===== config.mk =====
export PLATFORM = sky130hd
export DESIGN_NAME = mc_controller
export DESIGN_NICKNAME = d
export VERILOG_FILES = /design/src/rtl/mc_controller_pkg.sv /design/src/rtl/mc_controller_cond_logic.sv /design/src/rtl/mc_controller.sv
export SDC_FILE = /design/constraint.sdc
export NUM_CORES = 1
export LEC_CHECK = 0
export ABC_AREA = 0
export ABC_CLOCK_PERIOD_IN_PS = 2180
export BUFFER_PORTS_ARGS = -buffer_cell sky130_fd_sc_hd__buf_2
export CORE_AREA = 2 2 48 50
export CTS_CLUSTER_SIZE = 40
export DETAILED_ROUTE_END_ITERATION = 8
export DIE_AREA = 0 0 50 52
export GPL_TIMING_DRIVEN = 0
export HOLD_SLACK_MARGIN = 0.1
export PLACE_DENSITY = 0.73
export SLEW_MARGIN = 0
export SYNTH_ARGS = -nofsm -noshare
export SYNTH_HDL_FRONTEND = slang
export SYNTH_SLANG_ARGS = --single-unit

===== constraint.sdc =====
create_clock -name clk -period 2.18 [get_ports clk]
set_clock_uncertainty 0.2 [all_clocks]
set_input_delay 0.109 -clock clk [delete_from_list [all_inputs] [get_ports clk]]
set_output_delay 0.109 -clock clk [all_outputs]
set_load 0.1 [all_outputs]

===== src/rtl/mc_controller_pkg.sv =====
// Shared encodings for the multicycle ARM control unit: FSM states, datapath
// select codes, condition codes and the condition evaluator.
package mc_controller_pkg;

  typedef enum logic [3:0] {
    S_FETCH  = 4'd0,
    S_DECODE = 4'd1,
    S_MEMADR = 4'd2,
    S_MEMRD  = 4'd3,
    S_MEMWB  = 4'd4,
    S_MEMWR  = 4'd5,
    S_EXECR  = 4'd6,
    S_EXECI  = 4'd7,
    S_ALUWB  = 4'd8,
    S_BRANCH = 4'd9
  } state_t;

  localparam logic [1:0] ALU_ADD = 2'b00;
  localparam logic [1:0] ALU_SUB = 2'b01;
  localparam logic [1:0] ALU_AND = 2'b10;
  localparam logic [1:0] ALU_ORR = 2'b11;

  localparam logic [1:0] IMM_DP  = 2'b00;
  localparam logic [1:0] IMM_MEM = 2'b01;
  localparam logic [1:0] IMM_BR  = 2'b10;

  localparam logic [1:0] RES_ALUOUT    = 2'b00;
  localparam logic [1:0] RES_DATA      = 2'b01;
  localparam logic [1:0] RES_ALURESULT = 2'b10;

  localparam logic [1:0] SRCB_RD2  = 2'b00;
  localparam logic [1:0] SRCB_IMM  = 2'b01;
  localparam logic [1:0] SRCB_FOUR = 2'b10;

  localparam logic [1:0] OP_DP  = 2'b00;
  localparam logic [1:0] OP_MEM = 2'b01;
  localparam logic [1:0] OP_BR  = 2'b10;

  localparam logic [3:0] COND_EQ = 4'h0;
  localparam logic [3:0] COND_NE = 4'h1;
  localparam logic [3:0] COND_CS = 4'h2;
  localparam logic [3:0] COND_CC = 4'h3;
  localparam logic [3:0] COND_MI = 4'h4;
  localparam logic [3:0] COND_PL = 4'h5;
  localparam logic [3:0] COND_VS = 4'h6;
  localparam logic [3:0] COND_VC = 4'h7;
  localparam logic [3:0] COND_HI = 4'h8;
  localparam logic [3:0] COND_LS = 4'h9;
  localparam logic [3:0] COND_GE = 4'hA;
  localparam logic [3:0] COND_LT = 4'hB;
  localparam logic [3:0] COND_GT = 4'hC;
  localparam logic [3:0] COND_LE = 4'hD;
  localparam logic [3:0] COND_AL = 4'hE;

  // flags are packed {N,Z,C,V}; code 1111 never executes
  function automatic logic cond_true(input logic [3:0] cond, input logic [3:0] flags);
    logic n, z, c, v;
    {n, z, c, v} = flags;
    case (cond)
      COND_EQ: cond_true = z;
      COND_NE: cond_true = ~z;
      COND_CS: cond_true = c;
      COND_CC: cond_true = ~c;
      COND_MI: cond_true = n;
      COND_PL: cond_true = ~n;
      COND_VS: cond_true = v;
      COND_VC: cond_true = ~v;
      COND_HI: cond_true = c & ~z;
      COND_LS: cond_true = ~c | z;
      COND_GE: cond_true = (n == v);
      COND_LT: cond_true = (n != v);
      COND_GT: cond_true = ~z & (n == v);
      COND_LE: cond_true = z | (n != v);
      COND_AL: cond_true = 1'b1;
      default: cond_true = 1'b0;
    endcase
  endfunction

endpackage


===== src/rtl/mc_controller_cond_logic.sv =====
// NZCV flag register, condition evaluation latched at DECODE, and gating of
// every architectural write strobe by the latched condition.
module mc_controller_cond_logic
  import mc_controller_pkg::*;
(
  input  logic       clk,
  input  logic       rst,
  input  logic [3:0] cond,
  input  logic [3:0] alu_flags,
  input  logic       capture,
  input  logic [1:0] flag_w,
  input  logic       reg_w,
  input  logic       mem_w,
  input  logic       next_pc,
  input  logic       branch,
  input  logic       rd_is_pc,
  output logic       pc_write,
  output logic       reg_write,
  output logic       mem_write,
  output logic [3:0] flags
);

  logic cond_ex_q;
  logic pcs;

  always_ff @(posedge clk or posedge rst) begin
    if (rst) begin
      flags     <= 4'b0000;
      cond_ex_q <= 1'b0;
    end else begin
      if (capture) cond_ex_q <= cond_true(cond, flags);
      if (flag_w[1] && cond_ex_q) flags[3:2] <= alu_flags[3:2];
      if (flag_w[0] && cond_ex_q) flags[1:0] <= alu_flags[1:0];
    end
  end

  // a register write to R15 is redirected into a PC write
  assign pcs       = (rd_is_pc & reg_w) | branch;
  assign pc_write  = next_pc | (pcs & cond_ex_q);
  assign reg_write = reg_w & cond_ex_q & ~rd_is_pc;
  assign mem_write = mem_w & cond_ex_q;

endmodule


===== src/rtl/mc_controller.sv =====
// Multicycle ARM control unit: main FSM with Moore strobes, ALU/immediate
// decode, and the condition/flag unit.
module mc_controller
  import mc_controller_pkg::*;
(
  input  logic        clk,
  input  logic        reset,
  input  logic [19:0] Instr,
  input  logic [3:0]  ALUFlags,
  output logic        PCWrite,
  output logic        AdrSrc,
  output logic        MemWrite,
  output logic        IRWrite,
  output logic [1:0]  ResultSrc,
  output logic [1:0]  ALUControl,
  output logic        ALUSrcA,
  output logic [1:0]  ALUSrcB,
  output logic [1:0]  ImmSrc,
  output logic        RegWrite,
  output logic [1:0]  RegSrc,
  output logic [3:0]  dbg_state,
  output logic [3:0]  dbg_flags
);

  state_t     state, state_n;
  logic [3:0] cond, rd;
  logic [1:0] op;
  logic [5:0] funct;
  logic       next_pc, reg_w, mem_w, branch, alu_op;
  logic       alu_known, alu_add_sub;
  logic [1:0] flag_w;
  logic       unused_rn;

  // Instr carries IR[31:12]
  assign cond      = Instr[19:16];
  assign op        = Instr[15:14];
  assign funct     = Instr[13:8];
  assign rd        = Instr[3:0];
  assign unused_rn = ^Instr[7:4];
  assign dbg_state = state;

  always_ff @(posedge clk or posedge reset) begin
    if (reset) state <= S_FETCH;
    else       state <= state_n;
  end

  always_comb begin
    state_n   = state;
    next_pc   = 1'b0;
    reg_w     = 1'b0;
    mem_w     = 1'b0;
    branch    = 1'b0;
    alu_op    = 1'b0;
    AdrSrc    = 1'b0;
    IRWrite   = 1'b0;
    ALUSrcA   = 1'b0;
    ALUSrcB   = SRCB_RD2;
    ResultSrc = RES_ALUOUT;
    case (state)
      S_FETCH: begin
        IRWrite = 1'b1; ALUSrcA = 1'b1; ALUSrcB = SRCB_FOUR;
        ResultSrc = RES_ALURESULT; next_pc = 1'b1;
        state_n = S_DECODE;
      end
      S_DECODE: begin
        ALUSrcA = 1'b1; ALUSrcB = SRCB_FOUR; ResultSrc = RES_ALURESULT;
        case (op)
          OP_MEM:  state_n = S_MEMADR;
          OP_DP:   state_n = funct[5] ? S_EXECI : S_EXECR;
          OP_BR:   state_n = S_BRANCH;
          default: state_n = S_FETCH;
        endcase
      end
      S_MEMADR: begin
        ALUSrcB = SRCB_IMM;
        state_n = funct[0] ? S_MEMRD : S_MEMWR;
      end
      S_MEMRD: begin
        AdrSrc = 1'b1; state_n = S_MEMWB;
      end
      S_MEMWB: begin
        ResultSrc = RES_DATA; reg_w = 1'b1; state_n = S_FETCH;
      end
      S_MEMWR: begin
        AdrSrc = 1'b1; mem_w = 1'b1; state_n = S_FETCH;
      end
      S_EXECR: begin
        alu_op = 1'b1; state_n = S_ALUWB;
      end
      S_EXECI: begin
        ALUSrcB = SRCB_IMM; alu_op = 1'b1; state_n = S_ALUWB;
      end
      S_ALUWB: begin
        reg_w = 1'b1; state_n = S_FETCH;
      end
      S_BRANCH: begin
        ALUSrcB = SRCB_IMM; ResultSrc = RES_ALURESULT; branch = 1'b1;
        state_n = S_FETCH;
      end
      default: state_n = S_FETCH;
    endcase
  end

  // unrecognised DP commands fall back to ADD and never touch the flags
  always_comb begin
    ALUControl  = ALU_ADD;
    alu_known   = 1'b0;
    alu_add_sub = 1'b0;
    if (alu_op) begin
      case (funct[4:1])
        4'b0100: begin ALUControl = ALU_ADD; alu_known = 1'b1; alu_add_sub = 1'b1; end
        4'b0010: begin ALUControl = ALU_SUB; alu_known = 1'b1; alu_add_sub = 1'b1; end
        4'b0000: begin ALUControl = ALU_AND; alu_known = 1'b1; end
        4'b1100: begin ALUControl = ALU_ORR; alu_known = 1'b1; end
        default: ALUControl = ALU_ADD;
      endcase
    end
  end

  assign flag_w[1] = alu_op & funct[0] & alu_known;
  assign flag_w[0] = alu_op & funct[0] & alu_add_sub;

  always_comb begin
    case (op)
      OP_MEM:  ImmSrc = IMM_MEM;
      OP_BR:   ImmSrc = IMM_BR;
      default: ImmSrc = IMM_DP;
    endcase
  end

  assign RegSrc = {op == OP_MEM, op == OP_BR};

  mc_controller_cond_logic u_cond (
    .clk       (clk),
    .rst       (reset),
    .cond      (cond),
    .alu_flags (ALUFlags),
    .capture   (state == S_DECODE),
    .flag_w    (flag_w),
    .reg_w     (reg_w),
    .mem_w     (mem_w),
    .next_pc   (next_pc),
    .branch    (branch),
    .rd_is_pc  (rd == 4'd15),
    .pc_write  (PCWrite),
    .reg_write (RegWrite),
    .mem_write (MemWrite),
    .flags     (dbg_flags)
  );

endmodule

# Word-level counts from Yosys, hierarchy flattened
# Index checks and enable logic that the tools add are counted.
op_classes:
  n_bitwise: 19
  n_eq_ne: 31
  mux: 21
  n_reduce_logical: 14
ops:
  columns: ["operator", "n"]
  rows:
  - ["$eq 4x4->1 const B", 11]
  - ["$eq 4x3->1 const B", 9]
  - ["$eq 4x2->1 const B", 5]
  - ["$pmux 4 s5", 1]
  - ["$pmux 1 s15", 1]
  - ["$logic_not 4->1", 3]
  - ["$mux 1", 12]
  - ["$pmux 2 s2", 3]
  - ["$pmux 4 s3", 1]
  - ["$and 1x1->1", 10]
  - ["$reduce_or 2->1", 5]
  - ["$eq 4x1->1 const B", 2]
  - ["$pmux 2 s3", 1]
  - ["$reduce_or 3->1", 2]
  - ["$not 1->1", 5]
  - ["$or 1x1->1", 4]
  - ["$reduce_or 4->1", 1]
  - ["$mux 3", 1]
  - ["$eq 2x1->1 const B", 1]
  - ["$eq 2x2->1 const B", 1]
  - ["$logic_and 1x1->1", 2]
  - ["$logic_not 2->1", 1]
  - ["$mux 2", 1]
  - ["$eq 1x1->1", 1]
  - ["$ne 1x1->1", 1]
word_totals:
  out_inout_bits: 24
  word_cells: 89
  input_bits: 26
  reg_bits: 9

# Depth between registers and ports, before layout
# Gate-level depths: netlist of the first run.
logic_depth:
  ltp_word: 7
  depth_mapped: 6
  mapped_depth_nobuf: 5

# Modules after synthesis
# A second synthesis of the first run with hierarchy kept.
hier_totals:
  cells_unflattened: 107
  area_unflattened_um2: 860.8
by_module_without_submodules:
  columns: ["module", "instances", "cells_per_inst", "seq_area_each_um2", "area_each_um2"]
  rows:
  - ["mc_controller_cond_logic", 1, 48, 125.1, 431.7]
  - ["mc_controller", 1, 59, 100.1, 429.2]

# Least setup slack after synthesis of the first run
# OpenSTA, ideal clock, no wires.
synth_timing:
  path_type: "reg2out"
  start: "register state[2] (netlist: dbg_state[2])"
  end: "output ALUControl[1]"
  required_time_ns: 1.871
  t_arrival_ns: 4.279
  slack_ns: -2.408
  n_path_buf: 0
  path_stages_with_launch: 4
  path_cell_list: "dfrtp_1 and2b_1 nand2_1 nor4_1"
synth_via:
  elab_chain_cells: 4
  elab_cells_between_ends: 5
  cone_classes: "2 x eq/ne; 2 x mux; 1 x reduce/logical"
synth_rtl:
  columns: ["element", "line", "rtl"]
  rows:
  - ["from (decl)", "mc_controller.sv:25", "state_t state, state_n;"]
  - ["from (signal assigned)", "mc_controller.sv:44", "else state <= state_n;"]
  - ["$eq 4x3->1", "mc_controller.sv:59", "case (state)"]
  - ["$reduce_or 2->1 (no source line) *", null, null]
  - ["$mux 1 *", "mc_controller.sv:59", null]
  - ["$mux 2 *", "mc_controller.sv:109", "if (alu_op) begin"]
  - ["to (decl)", "mc_controller.sv:15", "output logic [1:0] ALUControl,"]
# Every way passes the cells marked *; elsewhere a longest branch is shown, timed or not.

# Final worst setup path of the first run
layout_timing:
  start: "register state[0] (netlist: dbg_state[0])"
  end: "output PCWrite"
layout_via:
  elab_chain_cells: 7
  elab_cells_between_ends: 12
  cone_classes: "3 x eq/ne; 3 x mux; 4 x bitwise; 2 x reduce/logical"
layout_rtl:
  columns: ["element", "line", "rtl"]
  rows:
  - ["$eq 4x4->1 or $eq 4x3->1 (tied branches)", "mc_controller.sv:59", null]
  - ["$reduce_or 2->1 (no source line)", null, null]
  - ["$mux 1", "mc_controller.sv:59", null]
  - ["$and 1x1->1", "mc_controller_cond_logic.sv:38", "assign pcs = (rd_is_pc & reg_w) | branch;"]
  - ["$or 1x1->1", "mc_controller_cond_logic.sv:38", null]
  - ["$and 1x1->1", "mc_controller_cond_logic.sv:39", "assign pc_write = next_pc | (pcs & cond_ex_q);"]
  - ["$or 1x1->1 *", "mc_controller_cond_logic.sv:39", null]
  - ["to (decl)", "mc_controller.sv:10", "output logic PCWrite,"]
# Marked as above.

==> impl_metrics.json, run 1 <==
{
  "cap_violations": 0,
  "yosysUniqueCellTypes": 38,
  "synth_edf_count": 0,
  "synth_cells": 98,
  "flow.area_growth_from_synthesis_pct": 72.6,
  "r2r_slack_ns": 0.08,
  "antenna_found_initial": 0,
  "viasPerCell": 5.00,
  "critPathMaxFanout": 10,
  "grt_use_total_pct": 17.8,
  "period_share_pct": 96.3,
  "drt-initial-drc-count": 15,
  "crit_path_end": "PCWrite",
  "slew_headroom_pct": 67.4,
  "portBuffers": 44,
  "worstMarginPinSlew_ns": 0.492,
  "drive_above_1_share_pct": 51.6,
  "yosysSeqAreaShare_pct": 28.5,
  "top_usage_layer": "met2",
  "slew_viol_final": 0,
  "grt_pass1_vias": 814,
  "async_flop_share_pct": 100,
  "num_antenna_cells": 0,
  "gp_congestion": 0.729,
  "finalSetupViolCount": 0,
  "cts_inserted_buffers": 3,
  "ys_top_cells_by_area": "dfrtp_1 (29%), nor2_1 (6.7%), mux2_1 (5.7%)",
  "clkTransAtPathRegs_ns": 0.06,
  "regToRegStartpoint": "dbg_state[3]",
  "boundaryPins": 50,
  "crit_start": "dbg_state[0]",
  "cts_root_buf": "clkbuf_4",
  "die-area_um2": 2600,
  "hold_violations": 0,
  "hold_depth": 3,
  "ctsHtreeMaxLevel": 1,
  "start_util_pct": 37.5,
  "outcome": "complete, no violations",
  "use_met2_pct": 32.0,
  "die_h_um": 52,
  "worstSetupEndpointType": "output port",
  "synth_seq_cells": 9,
  "drtPass1Iterations": 4,
  "ant_nets": 0,
  "coreArea_um2": 2110,
  "whs_ns": 0.102,
  "worst_ep_required_time_ns": 1.87,
  "cts_tree": "done",
  "vias": 935,
  "rsz0062_at_grt": "false",
  "r2r_cells": 5,
  "syn-num-nets": 124,
  "ys_warn_count": 0,
  "clock-sinks": 9,
  "worst_skew_pair.late_latency_ns": 0.26,
  "grt_util_met1_pct": 20.3,
  "drt-wirelength-per-cell_um": 12.0,
  "r2r-end": "u_cond.flags[3]",
  "worst-setup-path-type": "reg -> out",
  "fillers": 176,
  "synth.top_cell.area_share_pct": 28.5,
  "period_minus_slack_ns": 2.10,
  "rows": 17,
  "start_kind": "flip-flop",
  "die_x_um": 50,
  "grt_pass1_wl_mm": 3.51,
  "min_path_type": "in -> reg",
  "drc_errors": 0,
  "fmax_ghz": 0.476,
  "dp_hpwl_mm": 1.70,
  "syn_area_per_cell_um2": 8.06,
  "syn-cell-area_um2": 790,
  "routed_wl_mm": 2.24,
  "use_met3_pct": 4.60,
  "overflow": 0,
  "grt_max_degree": 11,
  "nNetsFinal": 186,
  "clk_path_buf_depth": 2,
  "synth_area_leader_cell": "dfrtp_1",
  "ys.flop_type": "dfrtp_1",
  "arrival_ns": 1.79
}
[cells in the mapped netlist, types with 2 or more instances]
library cell and count:
nor2b_1 4, o21ai_0 3, or2_1 2, nor3b_1 2, nand2_1 8, mux2_1 4, a21oi_1 5, xnor2_1 3
nor3_1 3, xor2_1 3, clkbuf_1 3, dfrtp_1 9, nor2_1 14, mux2i_1 2, inv_1 2, o21ai_1 2
buf_4 2, nand2b_1 5, or3_1 3
[stage by stage]
step	cells	setup WS (ns)	utilization (%)	setup TNS, ns	cell area [µm²]
after floorplan	98	-0.294	-	-0.651	933
after global placement	170	0.0179	56.4	0	1190
after detailed placement	170	0.00147	56.4	0	1190
after CTS	187	0.00456	64.5	0	1360
after global routing	187	0.0150	64.7	0	1360
final	187	0.0805	64.7	0	1360
[how the worst min path moves through the flow]
stage                            end      start
CTS                  u_cond.flags[2]  Instr[11]
global route         u_cond.flags[2]  Instr[11]
floorplan           u_cond.cond_ex_q      reset
global placement     u_cond.flags[2]      reset
finish               u_cond.flags[2]  Instr[11]
detailed placement   u_cond.flags[2]      reset
[area by class of cell]
cell class                      instances  area (µm²)  share of cell area, %
Multi-Input combinational cell         80         644                   47.3
Inverter                                3        11.3                  0.826
Buffer                                  6        37.5                   2.75
Clock buffer                            4        26.3                   1.93
Timing Repair Buffer                   57         365                   26.8
Tap cell                               28        35.0                   2.57
Sequential cell                         9         243                   17.8
[metal layers]
layer / vias to the layer above / share of wire, % / routed length, µm
li1: 467 / - / -
met1: 432 / 41 / 914
met2: 32 / 52 / 1170
met3: 4 / 5.6 / 126
met4: 0 / 1.2 / 26
met5: - / 0 / 0
[cells in the final DEF, fill, tap and decap left out, types with 2 or more instances in the layout]
cell,Yosys,layout
a211oi_4,1,2
a21oi_1,5,4
buf_2,1,40
buf_4,2,7
buf_6,0,2
clkbuf_2,0,2
clkbuf_4,0,4
dfrtp_1,9,3
dfrtp_2,0,2
dfrtp_4,0,4
dlygate4sd3_1,0,11
inv_1,2,2
mux2_4,0,3
mux2i_1,2,2
nand2_1,8,7
nand2b_1,5,5
nor2_1,14,10
nor2_4,0,3
nor2b_1,4,3
nor3_4,0,4
nor3b_1,2,2
o21ai_0,3,3
o21ai_1,2,2
or2_1,2,2
or3_1,3,3
xnor2_1,3,3
xor2_1,3,3
[repair_timing]
item                                    4_1_cts  5_1_grt
buffers inserted                              2        0
hold buffers                                 11        0
endpoints found under the setup margin        7        3
endpoints found under the hold margin        17        0
cloned                                        0        0
pin swaps                                     1        2
resized for setup                             8        1
[kinds of logic (layout without fill, tap and decap cells)]
family                 Yosys count  after routing  synth area share, %
buffers and inverters            9             70                 5.39
AND/OR/NAND/NOR                 48             48                 32.5
flip-flops                       9              9                 28.5
multiplexers                     6              6                 8.24
AO/OA/AOI/OAI                   20             20                 18.7
XOR/XNOR                         6              6                 6.66
[critical path, cell delays in order (launching register included)]
cell and delay (ns):
dfrtp_4 0.49, clkbuf_2 0.22, or3_1 0.45, a21oi_4 0.14
buf_6 0.23
[state kept, by name, summed over array words and instances (netlist names)]
register,cells
dbg_state,4
u_cond.flags,4
u_cond.cond_ex_q,1
Power of run 1 is left out: the tool's default activity adds up to more than one toggle a clock period on the data nets, which glitch-free logic cannot reach.
==> run 2: changes to the inputs <==
--- a/config.mk
+++ b/config.mk
@@ -5,13 +5,13 @@
 export SDC_FILE = /design/constraint.sdc
 export NUM_CORES = 1
 export LEC_CHECK = 0
-export ABC_AREA = 0
+export ABC_AREA = 1
 export ABC_CLOCK_PERIOD_IN_PS = 2180
 export BUFFER_PORTS_ARGS = -buffer_cell sky130_fd_sc_hd__buf_2
-export CORE_AREA = 2 2 48 50
+export CORE_AREA = 2 2 51 48
 export CTS_CLUSTER_SIZE = 40
 export DETAILED_ROUTE_END_ITERATION = 8
-export DIE_AREA = 0 0 50 52
+export DIE_AREA = 0 0 53 50
 export GPL_TIMING_DRIVEN = 0
 export HOLD_SLACK_MARGIN = 0.1
 export PLACE_DENSITY = 0.73
==> run 2 against run 1 <==
  * Non-clock buffer count fell by 5
  * Die area rose by 1.9%
  * Worst setup slack improved by 0.043 ns
  * Flip-flop and latch count did not move
  * Core utilization fell by 2.0 points
  * Critical path depth rose by 1
  * Global-route usage rose by 1.9 points
  * Largest cell class unchanged
  * Fmax rose by 2.1%
  * Register-to-register slack improved by 0.54 ns
==> impl_metrics.json, run 2 <==
{
  "cts_setup_buffers": 0,
  "ys_top_cells_by_area": "dfrtp_1 (28%), nand2_1 (15%), inv_1 (12%)",
  "regToRegStartpoint": "dbg_state[1]",
  "syn-cell-area_um2": 810,
  "nNetsFinal": 222,
  "worstMarginPinSlew_ns": 0.473,
  "start_kind": "flip-flop",
  "critPathMaxFanout": 9,
  "start_util_pct": 38.5,
  "hold_violations": 0,
  "clock-sinks": 9,
  "seqCellArea_um2": 233,
  "die_h_um": 50,
  "period_minus_slack_ns": 2.06,
  "hold_depth": 5,
  "period_share_pct": 94.3,
  "yosysUniqueCellTypes": 21,
  "post-place-ws_ns": 0.117,
  "cts_tree": "done",
  "yosysSeqAreaShare_pct": 27.8,
  "slew_viol_final": 0,
  "viasPerCell": 4.81,
  "cp_slowest_cell": "dfrtp_4",
  "gp_congestion": 0.893,
  "yosys.area_share.adder_pct": 0,
  "r2r_cells": 6,
  "arrival_ns": 1.75,
  "multi_input_area_um2": 558,
  "worst_skew_pair.late_latency_ns": 0.26,
  "rows": 16,
  "yosys.area_share.simple_pct": 44.2,
  "synth.top_cell.area_share_pct": 27.8,
  "synth_seq_cells": 9,
  "final_common_cell": "buf_2",
  "cts_inserted_buffers": 3,
  "fin_cells": 222,
  "outcome": "complete, no violations",
  "async_flop_share_pct": 100,
  "synth_xor_area_share_pct": 0,
  "num_antenna_cells": 0,
  "synth_compound_area_share_pct": 13.0,
  "min_path_type": "in -> reg",
  "drt-wirelength-per-cell_um": 10.7,
  "r2r-end": "dbg_state[2]",
  "final_cell_mix": "buf_2 (41), nand2_1 (33), inv_1 (24), nor2_1 (15), nand3_1 (15)",
  "grt_max_degree": 10,
  "fmax_ghz": 0.486,
  "synth_area_leader_cell": "dfrtp_1",
  "syn-num-nets": 162,
  "ys.flop_type": "dfrtp_1",
  "dp_cells": 208,
  "worstSetupEndpointType": "output port",
  "flow.area_growth_from_synthesis_pct": 62.8,
  "finalSetupViolCount": 0,
  "synth_cells": 136,
  "synthMuxAreaShare_pct": 0,
  "antenna_found_initial": 0,
  "grt_pass1_vias": 981,
  "path_delay_family": "buffers and inverters",
  "synth_edf_count": 0,
  "worst-setup-path-type": "reg -> out",
  "clk_path_buf_depth": 2,
  "path_cells": "buf_4 -> nor2_1 -> inv_1 -> nor2_4 -> buf_2",
  "slowest_delay_ns": 0.47,
  "worst_hold_path.endpoint": "u_cond.flags[0]",
  "synth_common_cells": "nand2_1 (33), inv_1 (25), nor2_1 (23)",
  "routed_wl_mm": 2.37,
  "r2r_slack_ns": 0.62,
  "min-delay-start": "Instr[11]",
  "dp_hpwl_mm": 1.95,
  "cts_root_buf": "clkbuf_4",
  "setup_ws_ns": 0.123,
  "die_x_um": 53,
  "drive_above_1_share_pct": 40.0,
  "drtPass1Iterations": 4,
  "die-area_um2": 2650,
  "slew_headroom_pct": 68.3,
  "yosysMostFrequentCell": "nand2_1",
  "synth_top_family_by_area": "simple AND/OR/NAND/NOR gates",
  "worst_ep_required_time_ns": 1.87,
  "drc_errors": 0,
  "ctsHtreeMaxLevel": 1,
  "coreArea_um2": 2100,
  "whs_ns": 0.133,
  "clkTransAtPathRegs_ns": 0.06,
  "syn_area_per_cell_um2": 5.95,
  "cap_violations": 0,
  "critPathBufInv": 3,
  "grt_use_total_pct": 19.7,
  "grt_pass1_wl_mm": 4.04,
  "vias": 1068,
  "overflow": 0,
  "drt-initial-drc-count": 24,
  "portBuffers": 45,
  "boundaryPins": 50,
  "ys_warn_count": 0,
  "fillers": 189,
  "ant_nets": 0
}
run 2: cell types whose count changed after synthesis, sizes merged, moves of 4 or more:
cell    delta
nor2b      -4
nand3     +16
nand2     +27
or3        -4
inv       +24
a21oi      +4
nand2b     -5
nor2      +10
mux2       -4
run 2: cell families after synthesis:
| family | after synthesis |
|---|---|
| flops | 9 |
| compound gates | 17 |
| simple gates | 80 |
| buf+inv | 30 |
run 2: repair_timing:
item | in CTS | in global routing
resized for setup | 4 | 3
hold endpoints to repair | 18 | 0
hold buffers | 10 | 0
setup endpoints to repair | 3 | 6
cloned | 0 | 0
run 2: worst min-delay path, delay by kind of cell:
kind / cells / cell delay [ns]
AO/OA/AOI/OAI: 1 / 0.07
buffers and inverters: 1 / 0.11
AND/OR/NAND/NOR: 3 / 0.25
run 2: how the worst max path moves through the flow:
stage / from / slack, ns / to / cells after the start
global placement: dbg_state[1] / 0.15 / PCWrite / 5
CTS: dbg_state[1] / 0.01 / PCWrite / 5
detailed placement: dbg_state[1] / 0.12 / PCWrite / 5
global route: dbg_state[1] / -0.002 / MemWrite / 5
floorplan: dbg_state[1] / -0.07 / PCWrite / 6
finish: dbg_state[1] / 0.12 / IRWrite / 5
run 2: layout make-up:
cell class	count	area share, %
flip-flops and latches	9	17.7
plain buffers	3	1.71
multi-input cells	97	42.4
inverters	27	7.69
clock buffers	4	1.99
repair buffers	55	26.0
well taps	27	2.56
run 2: through the flow:
| stage | cell area, µm² | utilization, % | TNS (ns) |
|---|---|---|---|
| CTS | 1310 | 62.3 | 0 |
| global route | 1320 | 62.7 | -0.00231 |
| finish | 1320 | 62.7 | 0 |
| floorplan | 912 | - | -0.0945 |
| global placement | 1170 | 55.7 | 0 |
| detailed placement | 1170 | 55.7 | 0 |
run 2: routing by layer:
layer  wire length (µm)  part of all wire (%)  GRT usage, %
met1               1000                    42          23.9
met2               1250                    53          37.5
met3                 88                   3.7             0
met4                 26                   1.1          5.13
met5                  0                     0             0
Power of run 2 is left out for the same reason.
==> run 3: changes to the inputs <==
--- a/config.mk
+++ b/config.mk
@@ -5,17 +5,15 @@
 export SDC_FILE = /design/constraint.sdc
 export NUM_CORES = 1
 export LEC_CHECK = 0
-export ABC_AREA = 1
 export ABC_CLOCK_PERIOD_IN_PS = 2180
 export BUFFER_PORTS_ARGS = -buffer_cell sky130_fd_sc_hd__buf_2
-export CORE_AREA = 2 2 51 48
+export CORE_AREA = 2 2 50 48
 export CTS_CLUSTER_SIZE = 40
 export DETAILED_ROUTE_END_ITERATION = 8
-export DIE_AREA = 0 0 53 50
+export DIE_AREA = 0 0 52 50
 export GPL_TIMING_DRIVEN = 0
 export HOLD_SLACK_MARGIN = 0.1
 export PLACE_DENSITY = 0.73
-export SLEW_MARGIN = 0
 export SYNTH_ARGS = -nofsm -noshare
 export SYNTH_HDL_FRONTEND = slang
 export SYNTH_SLANG_ARGS = --single-unit
==> run 3 against run 2 <==
  * First-iteration DRC count down 17%
  * Count of clock-buffer cells in the layout did not move
  * Register-to-register slack got worse by 0.57 ns
  * Fmax is 3.3% lower
  * Sequential share of layout area up 0.15 points
  * Critical path type is now reg -> reg
  * Routed wire length decreased by 0.89%
  * Cell count decreased by 16%
  * Cell area up 3.4%
==> impl_metrics.json, run 3 (same netlist as run 1, synthesis figures left out) <==
{
  "vias": 945,
  "cp_slowest_cell": "dfrtp_4",
  "overflow": 0,
  "ctsHtreeMaxLevel": 1,
  "slew_headroom_pct": 67.4,
  "slowest_delay_ns": 0.51,
  "dp_hpwl_mm": 1.69,
  "drc_errors": 0,
  "coreArea_um2": 2060,
  "die-area_um2": 2600,
  "hold_violations": 0,
  "cts_inserted_buffers": 3,
  "critPathMaxFanout": 8,
  "routed_wl_mm": 2.34,
  "ant_nets": 0,
  "die_h_um": 50,
  "viasPerCell": 5.08,
  "grt_max_degree": 11,
  "drt-wirelength-per-cell_um": 12.6,
  "arrival_ns": 2.07,
  "antenna_found_initial": 0,
  "slew_viol_final": 0,
  "finalSetupViolCount": 0,
  "start_kind": "flip-flop",
  "period_share_pct": 97.5,
  "clk_path_buf_depth": 2,
  "fmax_ghz": 0.470,
  "die_x_um": 52,
  "drt-initial-drc-count": 20,
  "min_path_type": "in -> reg",
  "nNetsFinal": 186,
  "start_util_pct": 38.3,
  "clock-sinks": 9,
  "clkTransAtPathRegs_ns": 0.06,
  "drive_above_1_share_pct": 50.9,
  "worst_skew_pair.late_latency_ns": 0.27,
  "rows": 16,
  "portBuffers": 44,
  "grt_pass1_wl_mm": 3.82,
  "period_minus_slack_ns": 2.13,
  "final_cell_mix": "buf_2 (40), dlygate4sd3_1 (12), nor2_1 (10), buf_4 (8), nand2_1 (7)",
  "num_antenna_cells": 0,
  "outcome": "complete, no violations",
  "worstSetupEndpointType": "flip-flop",
  "cap_violations": 0,
  "cts_root_buf": "clkbuf_4",
  "flow.area_growth_from_synthesis_pct": 72.6,
  "final_util_pct": 66.1,
  "drtPass1Iterations": 4,
  "grt_use_total_pct": 19.5,
  "rsz0062_at_grt": "false",
  "cts_tree": "done",
  "path_cells": "and2b_2 -> nand2_1 -> or3_4 -> nor3_4 -> mux2_1",
  "final_common_cell": "buf_2",
  "r2r_slack_ns": 0.05,
  "worstMarginPinSlew_ns": 0.493,
  "worst-setup-path-type": "reg -> reg",
  "gp_congestion": 0.771,
  "worst_ep_required_time_ns": 2.12,
  "grt_pass1_vias": 898,
  "boundaryPins": 50
}
[run 3: final cells by class]
cell class	instances	area (µm²)
Buffer	5	32.5
Clock buffer	4	26.3
Fill cell	170	699
Inverter	3	11.3
Multi-Input combinational cell	80	644
Sequential cell	9	243
Tap cell	27	33.8
Timing Repair Buffer	58	372
[run 3: worst paths after layout]
check	depth (start not counted)	endpoint	startpoint
min in group asynchronous	3	u_cond.cond_ex_q	reset
worst max-delay path	5	u_cond.flags[0]	dbg_state[3]
worst min-delay path	3	u_cond.flags[3]	Instr[10]
worst min register to register	1	u_cond.flags[3]	u_cond.flags[3]
worst max register to register	5	u_cond.flags[0]	dbg_state[3]
max in group asynchronous	3	dbg_state[1]	reset
[run 3: critical path: cells and delay by family, from the launching register on]
family           cells  cell delay (ns)
muxes                1             0.34
and+or+nand+nor      4             0.95
DFF                  1             0.51
[run 3: layer usage]
layer | track usage, % | up-vias | routed length (µm)
met4 | 3.95 | 0 | 0
met1 | 22.3 | 445 | 971
met5 | 0 | - | 0
met3 | 3.94 | 0 | 119
li1 | - | 467 | -
met2 | 36.5 | 33 | 1250
[run 3: through the flow]
| step | area [µm²] | setup TNS, ns | hold slack, ns | instances | setup slack, ns |
|---|---|---|---|---|---|
| 2_1_floorplan | 933 | -0.651 | -0.263 | 98 | -0.294 |
| 3_3_place_gp | 1190 | 0 | -0.123 | 169 | 0.0236 |
| 3_5_place_dp | 1190 | 0 | -0.120 | 169 | 0.00302 |
| 4_1_cts | 1350 | 0 | 0.126 | 185 | 0.00749 |
| 5_1_grt | 1360 | 0 | 0.139 | 186 | 0.00698 |
| 6_report | 1360 | 0 | 0.134 | 186 | 0.0535 |
[run 3: what timing repair did]
| action | CTS | global route |
|---|---|---|
| gates resized for setup | 6 | 1 |
| hold endpoints to repair | 17 | 0 |
| buffers inserted | 0 | 2 |
| setup endpoints to repair | 8 | 7 |
| pin swaps | 0 | 2 |
| hold buffers | 12 | 0 |
Power of run 3 is left out for the same reason.
